### config.mk
export PLATFORM = sky130hd
export DESIGN_NAME = ansi_term_parser
export DESIGN_NICKNAME = d
export VERILOG_FILES = /design/src/rtl/ansi_term_pkg.sv /design/src/rtl/term_byte_fifo.sv /design/src/rtl/ansi_term_parser.sv
export SDC_FILE = /design/constraint.sdc
export NUM_CORES = 1
export LEC_CHECK = 0
export ABC_AREA = 0
export ABC_CLOCK_PERIOD_IN_PS = 3200
export CORE_MARGIN = 2
export CORE_UTILIZATION = 42
export DETAILED_ROUTE_END_ITERATION = 10
export HOLD_SLACK_MARGIN = 0.03
export PLACE_DENSITY = 0.7
export SYNTH_ARGS = -nofsm -noshare
export SYNTH_HDL_FRONTEND = slang
export SYNTH_SLANG_ARGS = --single-unit
### constraint.sdc
create_clock -name clk_pixel -period 3.2 [get_ports clk_pixel]
set_clock_uncertainty 0.05 [all_clocks]
set_input_delay 0.48 -clock clk_pixel [delete_from_list [all_inputs] [get_ports clk_pixel]]
set_output_delay 0.48 -clock clk_pixel [all_outputs]
set_load 0.01 [all_outputs]
### src/rtl/ansi_term_pkg.sv
// Shared constants for the ANSI terminal byte parser: opcodes, FSM state
// encoding, control bytes and the CSI parameter accumulator.
package ansi_term_pkg;

  localparam logic [3:0] OP_NOP        = 4'd0;
  localparam logic [3:0] OP_PUT        = 4'd1;
  localparam logic [3:0] OP_CR         = 4'd2;
  localparam logic [3:0] OP_LF         = 4'd3;
  localparam logic [3:0] OP_BS         = 4'd4;
  localparam logic [3:0] OP_TAB        = 4'd5;
  localparam logic [3:0] OP_HOME       = 4'd6;
  localparam logic [3:0] OP_MOVE_UP    = 4'd7;
  localparam logic [3:0] OP_MOVE_DOWN  = 4'd8;
  localparam logic [3:0] OP_MOVE_RIGHT = 4'd9;
  localparam logic [3:0] OP_MOVE_LEFT  = 4'd10;
  localparam logic [3:0] OP_GOTO       = 4'd11;
  localparam logic [3:0] OP_CLEAR      = 4'd12;
  localparam logic [3:0] OP_CLEAR_EOL  = 4'd13;
  localparam logic [3:0] OP_COLOR      = 4'd14;

  localparam logic [1:0] ST_GROUND = 2'd0;
  localparam logic [1:0] ST_ESC    = 2'd1;
  localparam logic [1:0] ST_CSI    = 2'd2;

  localparam logic [7:0] B_SOH    = 8'h01;
  localparam logic [7:0] B_BS     = 8'h08;
  localparam logic [7:0] B_TAB    = 8'h09;
  localparam logic [7:0] B_LF     = 8'h0A;
  localparam logic [7:0] B_CR     = 8'h0D;
  localparam logic [7:0] B_CAN    = 8'h18;
  localparam logic [7:0] B_SUB    = 8'h1A;
  localparam logic [7:0] B_ESC    = 8'h1B;
  localparam logic [7:0] B_DEL    = 8'h7F;
  localparam logic [7:0] B_LBRACK = 8'h5B;
  localparam logic [7:0] B_SEMI   = 8'h3B;

  // Decimal accumulate, saturating at 255 so long digit runs cannot wrap.
  function automatic logic [7:0] param_acc(input logic [7:0] p, input logic [3:0] d);
    logic [11:0] sum;
    sum = (12'(p) * 12'd10) + 12'(d);
    if (sum > 12'd255) begin
      param_acc = 8'hFF;
    end else begin
      param_acc = sum[7:0];
    end
  endfunction

  function automatic logic [7:0] one_if_zero(input logic [7:0] p);
    if (p == 8'd0) begin
      one_if_zero = 8'd1;
    end else begin
      one_if_zero = p;
    end
  endfunction

endpackage

### src/rtl/term_byte_fifo.sv
// Synchronous FIFO with full/empty flags. A push while full is accepted only
// when a pop frees the slot in the same cycle.
module term_byte_fifo #(
  parameter int DEPTH = 4,
  parameter int WIDTH = 8
) (
  input  logic             clk,
  input  logic             rst_n,
  input  logic             wr_en_i,
  input  logic [WIDTH-1:0] wr_data_i,
  input  logic             rd_en_i,
  output logic [WIDTH-1:0] rd_data_o,
  output logic             full_o,
  output logic             empty_o
);

  localparam int AW = $clog2(DEPTH);
  localparam logic [AW:0] FULL_CNT = (AW+1)'(DEPTH);

  logic [WIDTH-1:0] mem_q [DEPTH];
  logic [AW-1:0]    wr_ptr_q, rd_ptr_q;
  logic [AW:0]      count_q;
  logic             push_s, pop_s;

  assign full_o    = (count_q == FULL_CNT);
  assign empty_o   = (count_q == '0);
  assign pop_s     = rd_en_i && !empty_o;
  assign push_s    = wr_en_i && (!full_o || pop_s);
  assign rd_data_o = mem_q[rd_ptr_q];

  // Storage array; contents are don't-care until written.
  always_ff @(posedge clk) begin
    if (push_s) begin
      mem_q[wr_ptr_q] <= wr_data_i;
    end
  end

  // Pointer and occupancy tracking.
  always_ff @(posedge clk or negedge rst_n) begin
    if (!rst_n) begin
      wr_ptr_q <= '0;
      rd_ptr_q <= '0;
      count_q  <= '0;
    end else begin
      if (push_s) wr_ptr_q <= wr_ptr_q + AW'(1);
      if (pop_s)  rd_ptr_q <= rd_ptr_q + AW'(1);
      case ({push_s, pop_s})
        2'b10:   count_q <= count_q + (AW+1)'(1);
        2'b01:   count_q <= count_q - (AW+1)'(1);
        default: count_q <= count_q;
      endcase
    end
  end

endmodule

### src/rtl/ansi_term_parser.sv
// UART byte stream to terminal command decoder (PUT, C0 controls, CSI cursor,
// GOTO, clear). CSI 'm' colour selection is built only with ANSI_SGR_EN.
module ansi_term_parser
  import ansi_term_pkg::*;
#(
  parameter int COLS       = 160,
  parameter int ROWS       = 90,
  parameter int FIFO_DEPTH = 4
) (
  input  logic       clk_pixel,
  input  logic       rst_n,
  input  logic [7:0] rx_byte,
  input  logic       rx_valid,
  output logic       cmd_valid,
  input  logic       cmd_ready,
  output logic [3:0] cmd_op,
  output logic [6:0] cmd_char,
  output logic [7:0] cmd_arg0,
  output logic [7:0] cmd_arg1,
  output logic       overflow
);

  localparam logic [7:0] COLS_C = 8'(COLS);
  localparam logic [7:0] ROWS_C = 8'(ROWS);

  logic [7:0] byte_s;
  logic       fifo_full_s, fifo_empty_s, pop_s;
  logic [1:0] state_q, state_d, idx_q, idx_d;
  logic [7:0] p0_q, p0_d, p1_q, p1_d, p0_eff_s, p1_eff_s, row_s, col_s;
  logic       emit_s;
  logic [3:0] op_s, op_q, op_d;
  logic [6:0] char_s, char_q, char_d;
  logic [7:0] arg0_s, arg1_s, arg0_q, arg0_d, arg1_q, arg1_d;
  logic       valid_q, valid_d, ovf_q, ovf_d;

  // A byte may be consumed only when the command slot is free or being drained.
  assign pop_s = !fifo_empty_s && (!valid_q || cmd_ready);

  term_byte_fifo #(.DEPTH(FIFO_DEPTH), .WIDTH(8)) u_fifo (
    .clk       (clk_pixel),
    .rst_n     (rst_n),
    .wr_en_i   (rx_valid),
    .wr_data_i (rx_byte),
    .rd_en_i   (pop_s),
    .rd_data_o (byte_s),
    .full_o    (fifo_full_s),
    .empty_o   (fifo_empty_s)
  );

  assign p0_eff_s = one_if_zero(p0_q);
  assign p1_eff_s = one_if_zero(p1_q);
  assign row_s    = ((p0_eff_s > ROWS_C) ? ROWS_C : p0_eff_s) - 8'd1;
  assign col_s    = ((p1_eff_s > COLS_C) ? COLS_C : p1_eff_s) - 8'd1;

  // Lexer FSM, parameter accumulation and command decode for the popped byte.
  always_comb begin
    state_d = state_q;
    p0_d    = p0_q;
    p1_d    = p1_q;
    idx_d   = idx_q;
    emit_s  = 1'b0;
    op_s    = OP_NOP;
    char_s  = 7'd0;
    arg0_s  = 8'd0;
    arg1_s  = 8'd0;
    if (pop_s) begin
      case (state_q)
        ST_GROUND: begin
          if (byte_s >= 8'h20 && byte_s <= 8'h7E) begin
            emit_s = 1'b1;
            op_s   = OP_PUT;
            char_s = byte_s[6:0];
          end else begin
            case (byte_s)
              B_CR:          begin emit_s = 1'b1; op_s = OP_CR;   end
              B_LF:          begin emit_s = 1'b1; op_s = OP_LF;   end
              B_BS, B_DEL:   begin emit_s = 1'b1; op_s = OP_BS;   end
              B_TAB:         begin emit_s = 1'b1; op_s = OP_TAB;  end
              B_SOH:         begin emit_s = 1'b1; op_s = OP_HOME; end
              B_ESC:         state_d = ST_ESC;
              default:       state_d = ST_GROUND;
            endcase
          end
        end
        ST_ESC: begin
          if (byte_s == B_LBRACK) begin
            state_d = ST_CSI;
            p0_d    = 8'd0;
            p1_d    = 8'd0;
            idx_d   = 2'd0;
          end else if (byte_s == B_ESC) begin
            state_d = ST_ESC;
          end else begin
            state_d = ST_GROUND;
          end
        end
        ST_CSI: begin
          if (byte_s >= 8'h30 && byte_s <= 8'h39) begin
            if (idx_q == 2'd0) begin
              p0_d = param_acc(p0_q, byte_s[3:0]);
            end else if (idx_q == 2'd1) begin
              p1_d = param_acc(p1_q, byte_s[3:0]);
            end else begin
              p0_d = p0_q;
            end
          end else if (byte_s == B_SEMI) begin
            idx_d = (idx_q == 2'd2) ? 2'd2 : idx_q + 2'd1;
          end else if (byte_s >= 8'h40 && byte_s <= 8'h7E) begin
            state_d = ST_GROUND;
            case (byte_s)
              8'h41: begin emit_s = 1'b1; op_s = OP_MOVE_UP;    arg0_s = p0_eff_s; end
              8'h42: begin emit_s = 1'b1; op_s = OP_MOVE_DOWN;  arg0_s = p0_eff_s; end
              8'h43: begin emit_s = 1'b1; op_s = OP_MOVE_RIGHT; arg0_s = p0_eff_s; end
              8'h44: begin emit_s = 1'b1; op_s = OP_MOVE_LEFT;  arg0_s = p0_eff_s; end
              8'h48, 8'h66: begin
                emit_s = 1'b1;
                op_s   = OP_GOTO;
                arg0_s = col_s;
                arg1_s = row_s;
              end
              8'h4A: begin emit_s = (p0_q == 8'd2); op_s = OP_CLEAR;     end
              8'h4B: begin emit_s = (p0_q == 8'd0); op_s = OP_CLEAR_EOL; end
`ifdef ANSI_SGR_EN
              8'h6D: begin
                op_s = OP_COLOR;
                if (p0_q == 8'd0) begin
                  emit_s = 1'b1;
                  arg0_s = 8'd2;
                end else if (p0_q >= 8'd30 && p0_q <= 8'd37) begin
                  emit_s = 1'b1;
                  arg0_s = p0_q - 8'd30;
                end else begin
                  emit_s = 1'b0;
                end
              end
`endif
              default: emit_s = 1'b0;
            endcase
          end else if (byte_s == B_ESC) begin
            state_d = ST_ESC;
          end else begin
            state_d = ST_GROUND;
          end
        end
        default: state_d = ST_GROUND;
      endcase
    end else begin
      state_d = state_q;
    end
  end

  // Command slot: load on a decoding pop, clear after an idle handshake, else hold.
  always_comb begin
    valid_d = valid_q;
    op_d    = op_q;
    char_d  = char_q;
    arg0_d  = arg0_q;
    arg1_d  = arg1_q;
    ovf_d   = ovf_q | (rx_valid & fifo_full_s & ~pop_s);
    if (pop_s && emit_s) begin
      valid_d = 1'b1;
      op_d    = op_s;
      char_d  = char_s;
      arg0_d  = arg0_s;
      arg1_d  = arg1_s;
    end else if (valid_q && cmd_ready) begin
      valid_d = 1'b0;
      op_d    = OP_NOP;
      char_d  = 7'd0;
      arg0_d  = 8'd0;
      arg1_d  = 8'd0;
    end else begin
      valid_d = valid_q;
    end
  end

  // State and output registers.
  always_ff @(posedge clk_pixel or negedge rst_n) begin
    if (!rst_n) begin
      state_q <= ST_GROUND;
      idx_q   <= 2'd0;
      p0_q    <= 8'd0;
      p1_q    <= 8'd0;
      valid_q <= 1'b0;
      op_q    <= OP_NOP;
      char_q  <= 7'd0;
      arg0_q  <= 8'd0;
      arg1_q  <= 8'd0;
      ovf_q   <= 1'b0;
    end else begin
      state_q <= state_d;
      idx_q   <= idx_d;
      p0_q    <= p0_d;
      p1_q    <= p1_d;
      valid_q <= valid_d;
      op_q    <= op_d;
      char_q  <= char_d;
      arg0_q  <= arg0_d;
      arg1_q  <= arg1_d;
      ovf_q   <= ovf_d;
    end
  end

  assign cmd_valid = valid_q;
  assign cmd_op    = op_q;
  assign cmd_char  = char_q;
  assign cmd_arg0  = arg0_q;
  assign cmd_arg1  = arg1_q;
  assign overflow  = ovf_q;

endmodule

; ---- Word level (Yosys, flattened, before mapping)
; Memories as Yosys holds them, arrays and structs flattened.
; Index checks and enable logic that the tools add are counted.
[classes]
eq_ne = 35
multipliers = 2
n_addsub = 9
order_cmp = 9
n_reduce_logical = 30
mux = 70
bitwise_logic = 4
[op_table]
columns = op, count
row1 = two-way mux 8 bit, 26
row2 = "equality test 8 x 7 -> 1 bit, second input constant", 10
row3 = one-hot mux 8 bit (2 select lines), 3
row4 = two-way mux 7 bit, 5
row5 = "equality test 8 x 4 -> 1 bit, second input constant", 4
row6 = one-hot mux 4 bit (7 select lines), 1
row7 = adder 12 x 4 -> 12 bit, 2
row8 = "> comparator 12 x 8 -> 1 bit, second input constant", 2
row9 = two-way mux 4 bit, 6
row10 = "multiplier 8 x 3 -> 11 bit, second input constant", 2
row11 = "inequality test 2 bit, second input constant", 10
row12 = two-way mux 2 bit, 9
row13 = ">= comparator 8 x 6 -> 1 bit, second input constant", 2
row14 = logical NOT 8 bit, 2
row15 = "subtractor 8 x 1 -> 8 bit, second input constant", 2
row16 = one-hot mux 3 bit (5 select lines), 1
row17 = AND reduction 5 bit, 3
row18 = OR reduction 6 bit, 2
row19 = two-way mux 1 bit, 11
row20 = "equality test 8 x 1 -> 1 bit, second input constant", 1
row21 = "equality test 8 x 2 -> 1 bit, second input constant", 1
row22 = "equality test 8 x 5 -> 1 bit, second input constant", 1
row23 = "equality test 8 x 6 -> 1 bit, second input constant", 1
row24 = ">= comparator 8 x 7 -> 1 bit, second input constant", 1
row25 = 29 further kinds, 51
[totals]
ramBits = 32
output_inout_bits = 29
input_bits = 12
reg_bits = 56
n_memories = 1
wordCells = 173
[mem_list]
columns = memory, words, word_bits, rd, rd_clocked_by_memory_dff, wr, line
row1 = u_fifo.mem_q, 4, 8, 1, 0, 1, term_byte_fifo.sv:20  ; logic [WIDTH-1:0] mem_q [DEPTH];

; ---- Longest topological paths before layout
[depth]
depth_word = 12
depth_mapped = 11
mapped_depth_nobuf = 10

; ---- Hierarchy
; From an unflattened synthesis, not the netlist that was laid out.
[unflattened]
cells_unflattened = 502
hier_area_um2 = 5437.7
[by_module_without_submodules]
columns = mod, instances, area_per_inst_um2, cells_each, seq_area_each_um2
row1 = ansi_term_parser, 1, 3849.9, 422, 1226.2
row2 = term_byte_fifo, 1, 1587.8, 80, 1136.1

; ---- Worst setup path after synthesis
; No wires, ideal clock.
[synth_timing]
kind = flip-flop to flip-flop
from = register u_fifo.rd_ptr_q[0]
to = register arg0_q[7] (netlist: cmd_arg0[7])
setup_ns = 0.121
path_buffers = 3
arrival_time_ns = 3.291
path_stages_with_launch = 11
synth_period_minus_slack_ns = 3.462
required_ns = 3.029
slack_ns = -0.262
path_cell_list = dfrtp_1 > buf_6 > mux4_2 > or4b_4 > a2111oi_4 > nand2_2 > a311o_1 > and2_1 > buf_6 > buf_6 > a22o_1
[synth_via]
elab_chain_cells = 11
word_cells_on_any_way = 45
classes_between = order compare (5) / eq/ne (15) / mux (15) / reduce/logical (9) / memory (1)
[synth_rtl]
columns = element, line
row1 = start: declaration, term_byte_fifo.sv:21  ; logic [AW-1:0] wr_ptr_q, rd_ptr_q;
row2 = start signal: assignment, term_byte_fifo.sv:46  ; if (pop_s) rd_ptr_q <= rd_ptr_q + AW'(1);
row3 = memory (4 x 8 bit) *, n/a
row4 = equality test 8 x 7 -> 1 bit, ansi_term_parser.sv:110  ; case (byte_s)
row5 = OR reduction 6 bit (no source line), n/a
row6 = one-hot mux 1 bit (3 select lines), ansi_term_parser.sv:110
row7 = two-way mux 1 bit, ansi_term_parser.sv:108  ; end else if (byte_s >= 8'h40 && byte_s <= 8'h7E) begin
row8 = two-way mux 1 bit, ansi_term_parser.sv:106  ; end else if (byte_s == B_SEMI) begin
row9 = two-way mux 1 bit, ansi_term_parser.sv:98  ; if (byte_s >= 8'h30 && byte_s <= 8'h39) begin
row10 = one-hot mux 1 bit (2 select lines), ansi_term_parser.sv:67  ; case (state_q)
row11 = two-way mux 1 bit, ansi_term_parser.sv:66  ; if (pop_s) begin
row12 = logical AND 1 bit, ansi_term_parser.sv:160  ; if (pop_s && emit_s) begin
row13 = two-way mux 8 bit or nonzero test 2 bit (tied branches), n/a
row14 = end signal: assignment, ansi_term_parser.sv:198  ; arg0_q <= arg0_d;
row15 = end: declaration, ansi_term_parser.sv:33  ; logic [7:0] arg0_s, arg1_s, arg0_q, arg0_d, arg1_q, arg1_d;
; Every way passes the cells marked *; elsewhere a longest branch is shown, timed or not.
; A chain may end at the register's enable or synchronous reset.

; ---- Final worst setup path
[layout_timing]
from = register u_fifo.rd_ptr_q[0]
to = register char_q[0] (netlist: cmd_char[0])
[layout_via]
elab_chain_cells = 11
word_cells_on_any_way = 40
classes_between = order compare (5) / eq/ne (15) / mux (12) / reduce/logical (7) / memory (1)
[layout_rtl]
columns = element, line
row1 = memory (4 x 8 bit) *, n/a
row2 = equality test 8 x 7 -> 1 bit, ansi_term_parser.sv:110
row3 = OR reduction 6 bit (no source line), n/a
row4 = one-hot mux 1 bit (3 select lines), ansi_term_parser.sv:110
row5 = two-way mux 1 bit, ansi_term_parser.sv:108
row6 = two-way mux 1 bit, ansi_term_parser.sv:106
row7 = two-way mux 1 bit, ansi_term_parser.sv:98
row8 = one-hot mux 1 bit (2 select lines), ansi_term_parser.sv:67
row9 = two-way mux 1 bit, ansi_term_parser.sv:66
row10 = logical AND 1 bit, ansi_term_parser.sv:160
row11 = two-way mux 7 bit or nonzero test 2 bit (tied branches), n/a
row12 = end signal: assignment, ansi_term_parser.sv:197  ; char_q <= char_d;
row13 = end: declaration, ansi_term_parser.sv:32  ; logic [6:0] char_s, char_q, char_d;
; Marked as above.

==> impl_metrics.ini <==
[placement]
place_hpwl_mm = 9.227
place.gp.congestion = 0.9040
portBuffers = 40

[route]
vias_per_cell = 5.652
drt-pass1-iter-count = 4
drt-initial-drc-count = 341
antenna_left = 0
wirelength_mm = 12.53
route.detailed.drc = 0
vias = 4245
wl_per_cell_um = 16.68

[yosys]
synth_fp_nets = 552
syn-cell-area_um2 = 5343
synth_seq_cells = 88
synth_edf_count = 32
yosys.cell_types.count = 57
yosys_most_used_dff = dfrtp_1
synthCells = 495
synth-seq-area-share_pct = 44.22
syn-mean-instance-area_um2 = 10.79
yosysWarnings = 0
synthArstFlopShare_pct = 63.64

[timing]
setup_viol = 10
fmaxAchievable_mhz = 307.0
period_minus_slack_ns = 3.257
period_share_pct = 101.8
worst_pin_slew_ns = 0.8188
slew_viol_final = 0
timing.final.hold_violations = 0
rsz0062_at_grt = true
finalWorstSetupSlack_ns = -0.05685
holdWs_ns = 0.1866
relSlewSlack_pct = 45.41

[floorplan]
placeableCoreArea_um2 = 12520
start_util_pct = 42.68
rows = 41
ioPinCount = 41
die_w_um = 116.8
die-area_um2 = 13640
die_h_um = 116.8

[power_and_ir_drop]
p_switching_mw = 1.732
p_int_mw = 2.963
swShare_pct = 36.89
power_frac_seq_pct = 31.4
combPwrFrac_pct = 45.6
leakage_nw = 2.963
ir_drop_v = 0.0005561
power.density_nw_per_um2 = 699.6
total_power_mw = 4.695
power.share.clock_pct = 23.0

[finish]
nNetsFinal = 631
area_growth_pct = 25.62
final_common_cell = dfrtp_1
fillCellCount = 1086
diodes = 0
layout_common_cells = dfrtp_1, buf_4, ha_1, clkdlybuf4s50_1
drive_gt1_share_pct = 17.44

[grt]
antenna_found_initial = 0
gr-total-overflow = 0
grt_pass1_vias = 4252
grt_usage_pct = 19.38
grt_max_degree = 38
grt_pass1_wl_mm = 20.86

[critical_path]
path_max_fanout = 5
worstSetupStartpointType = flip-flop
cp.required_ns = 3.38
cp-end-kind = flip-flop
worstSetupPathType = flip-flop to flip-flop
arrival_ns = 3.44

[clock_network]
hold_buffers = 0
cts_tree = done
htree_levels = 3
clock_path_buffers = 2
worstSkewPairLatency_ns = 0.34
path_clk_slew_ns = 0.07
root_buffer = clkbuf_16
cts.sinks = 88
cts_inserted_buffers = 9

[run]
maxCapViolations = 0

[status]
status = complete, but fails checks
violations = negative setup slack

[hold_path]
min_path_type = primary input to async pin
-- cells in the mapped netlist, types with 10 or more instances --
cell type	instances	area, µm²
a21oi_1	22	110.1
a22o_1	22	192.7
ha_1	40	500.5
edfxtp_1	32	960.9
nand2b_1	14	87.58
xnor2_1	15	131.4
o21ai_0	25	125.1
inv_1	17	63.81
nor4_1	10	62.56
nor2_1	21	78.83
clkbuf_1	12	45.04
nor3_1	10	50.05
a31oi_1	11	68.82
a21o_1	21	157.7
nand3_1	18	90.09
xor2_1	15	131.4
dfrtp_1	56	1401
nand2_1	32	120.1
-- power by group through the flow --
stage	logic, mW	registers (mW)	clock network, mW
2_1_floorplan	1.28	1.47	0
3_3_place_gp	1.93	1.49	0
3_5_place_dp	1.98	1.50	0
4_1_cts	2.00	1.48	1.10
5_1_grt	2.35	1.50	1.15
6_report	2.14	1.47	1.08
-- critical path: stages (launching register included) --
cell and delay [ns]:
dfrtp_1 0.40, buf_6 0.13, mux4_2 0.55, or4b_4 0.58, a2111oi_4 0.42, nand2_2 0.09
a311o_1 0.39, and2_4 0.17, buf_4 0.15, a22o_1 0.23
-- per-stage QoR --
| stage | setup TNS, ns | cell area (µm²) | setup slack [ns] | utilization [%] | cells |
|---|---|---|---|---|---|
| floorplan | -1.451 | 5374 | -0.1717 | - | 495 |
| global placement | -0.003021 | 6211 | -0.003021 | 49.62 | 728 |
| detailed placement | -0.5564 | 6211 | -0.07185 | 49.62 | 728 |
| CTS | 0 | 6551 | 0.0001261 | 52.34 | 745 |
| global route | -3.906 | 6711 | -0.1575 | 53.62 | 751 |
| finish | -0.4171 | 6711 | -0.05685 | 53.62 | 751 |
-- flip-flops by register name (all words and copies together), names as in the netlist --
name	cells
cmd_arg1	8
cmd_char	7
idx_q	2
u_fifo.wr_ptr_q	2
cmd_op	4
u_fifo.rd_ptr_q	2
overflow	1
u_fifo.count_q	3
cmd_valid	1
p1_q	8
state_q	2
p0_q	8
u_fifo.mem_q	32
cmd_arg0	8
-- worst paths after layout --
| kind | depth (start not counted) | slack, ns | end | from |
|---|---|---|---|---|
| hold reg to reg | 1 | 0.42 | overflow | overflow |
| setup / recovery | 9 | -0.06 | cmd_char[0] | u_fifo.rd_ptr_q[0] |
| max in group asynchronous | 2 | 2.12 | overflow | rst_n |
| setup reg to reg | 9 | -0.06 | cmd_char[0] | u_fifo.rd_ptr_q[0] |
| min in group clk_pixel | 1 | 0.42 | overflow | overflow |
| hold / removal | 1 | 0.19 | cmd_char[6] | rst_n |
-- cell type report --
type	instances	area, µm²	share of cell area [%]
Sequential cell	88	2362	35.20
Tap cell	172	215.2	3.207
Multi-Input combinational cell	371	2984	44.46
Timing Repair Buffer	86	777.0	11.58
Clock inverter	6	76.32	1.137
Inverter	18	67.56	1.007
Clock buffer	10	229.0	3.412
-- metal layers --
metal	global-route usage [%]	up-vias	share of wire, %	wire [µm]
li1	-	2029	-	-
met1	24.17	2096	43	5333
met2	34.03	94	52	6453
met3	3.759	26	3.7	466
met4	6.196	0	2.2	272
met5	0	-	0	0
-- cells by family (layout without fill, tap and decap cells) --
family / after synthesis / count (layout) / synth area share (%)
xor+xnor: 30 / 30 / 4.918
mux: 11 / 11 / 3.934
buf+inv: 36 / 120 / 2.951
compound gates: 143 / 143 / 18.71
flops: 88 / 88 / 44.22
fa+ha+maj: 45 / 45 / 11.24
simple gates: 142 / 142 / 14.03
-- timing repair --
item / 4_1_cts / 5_1_grt
setup endpoints to repair: 24 / 35
gates resized for setup: 4 / 27
gates cloned: 0 / 0
pin swaps: 1 / 22
buffers inserted: 1 / 6
(Power assumes the default switching activity.)
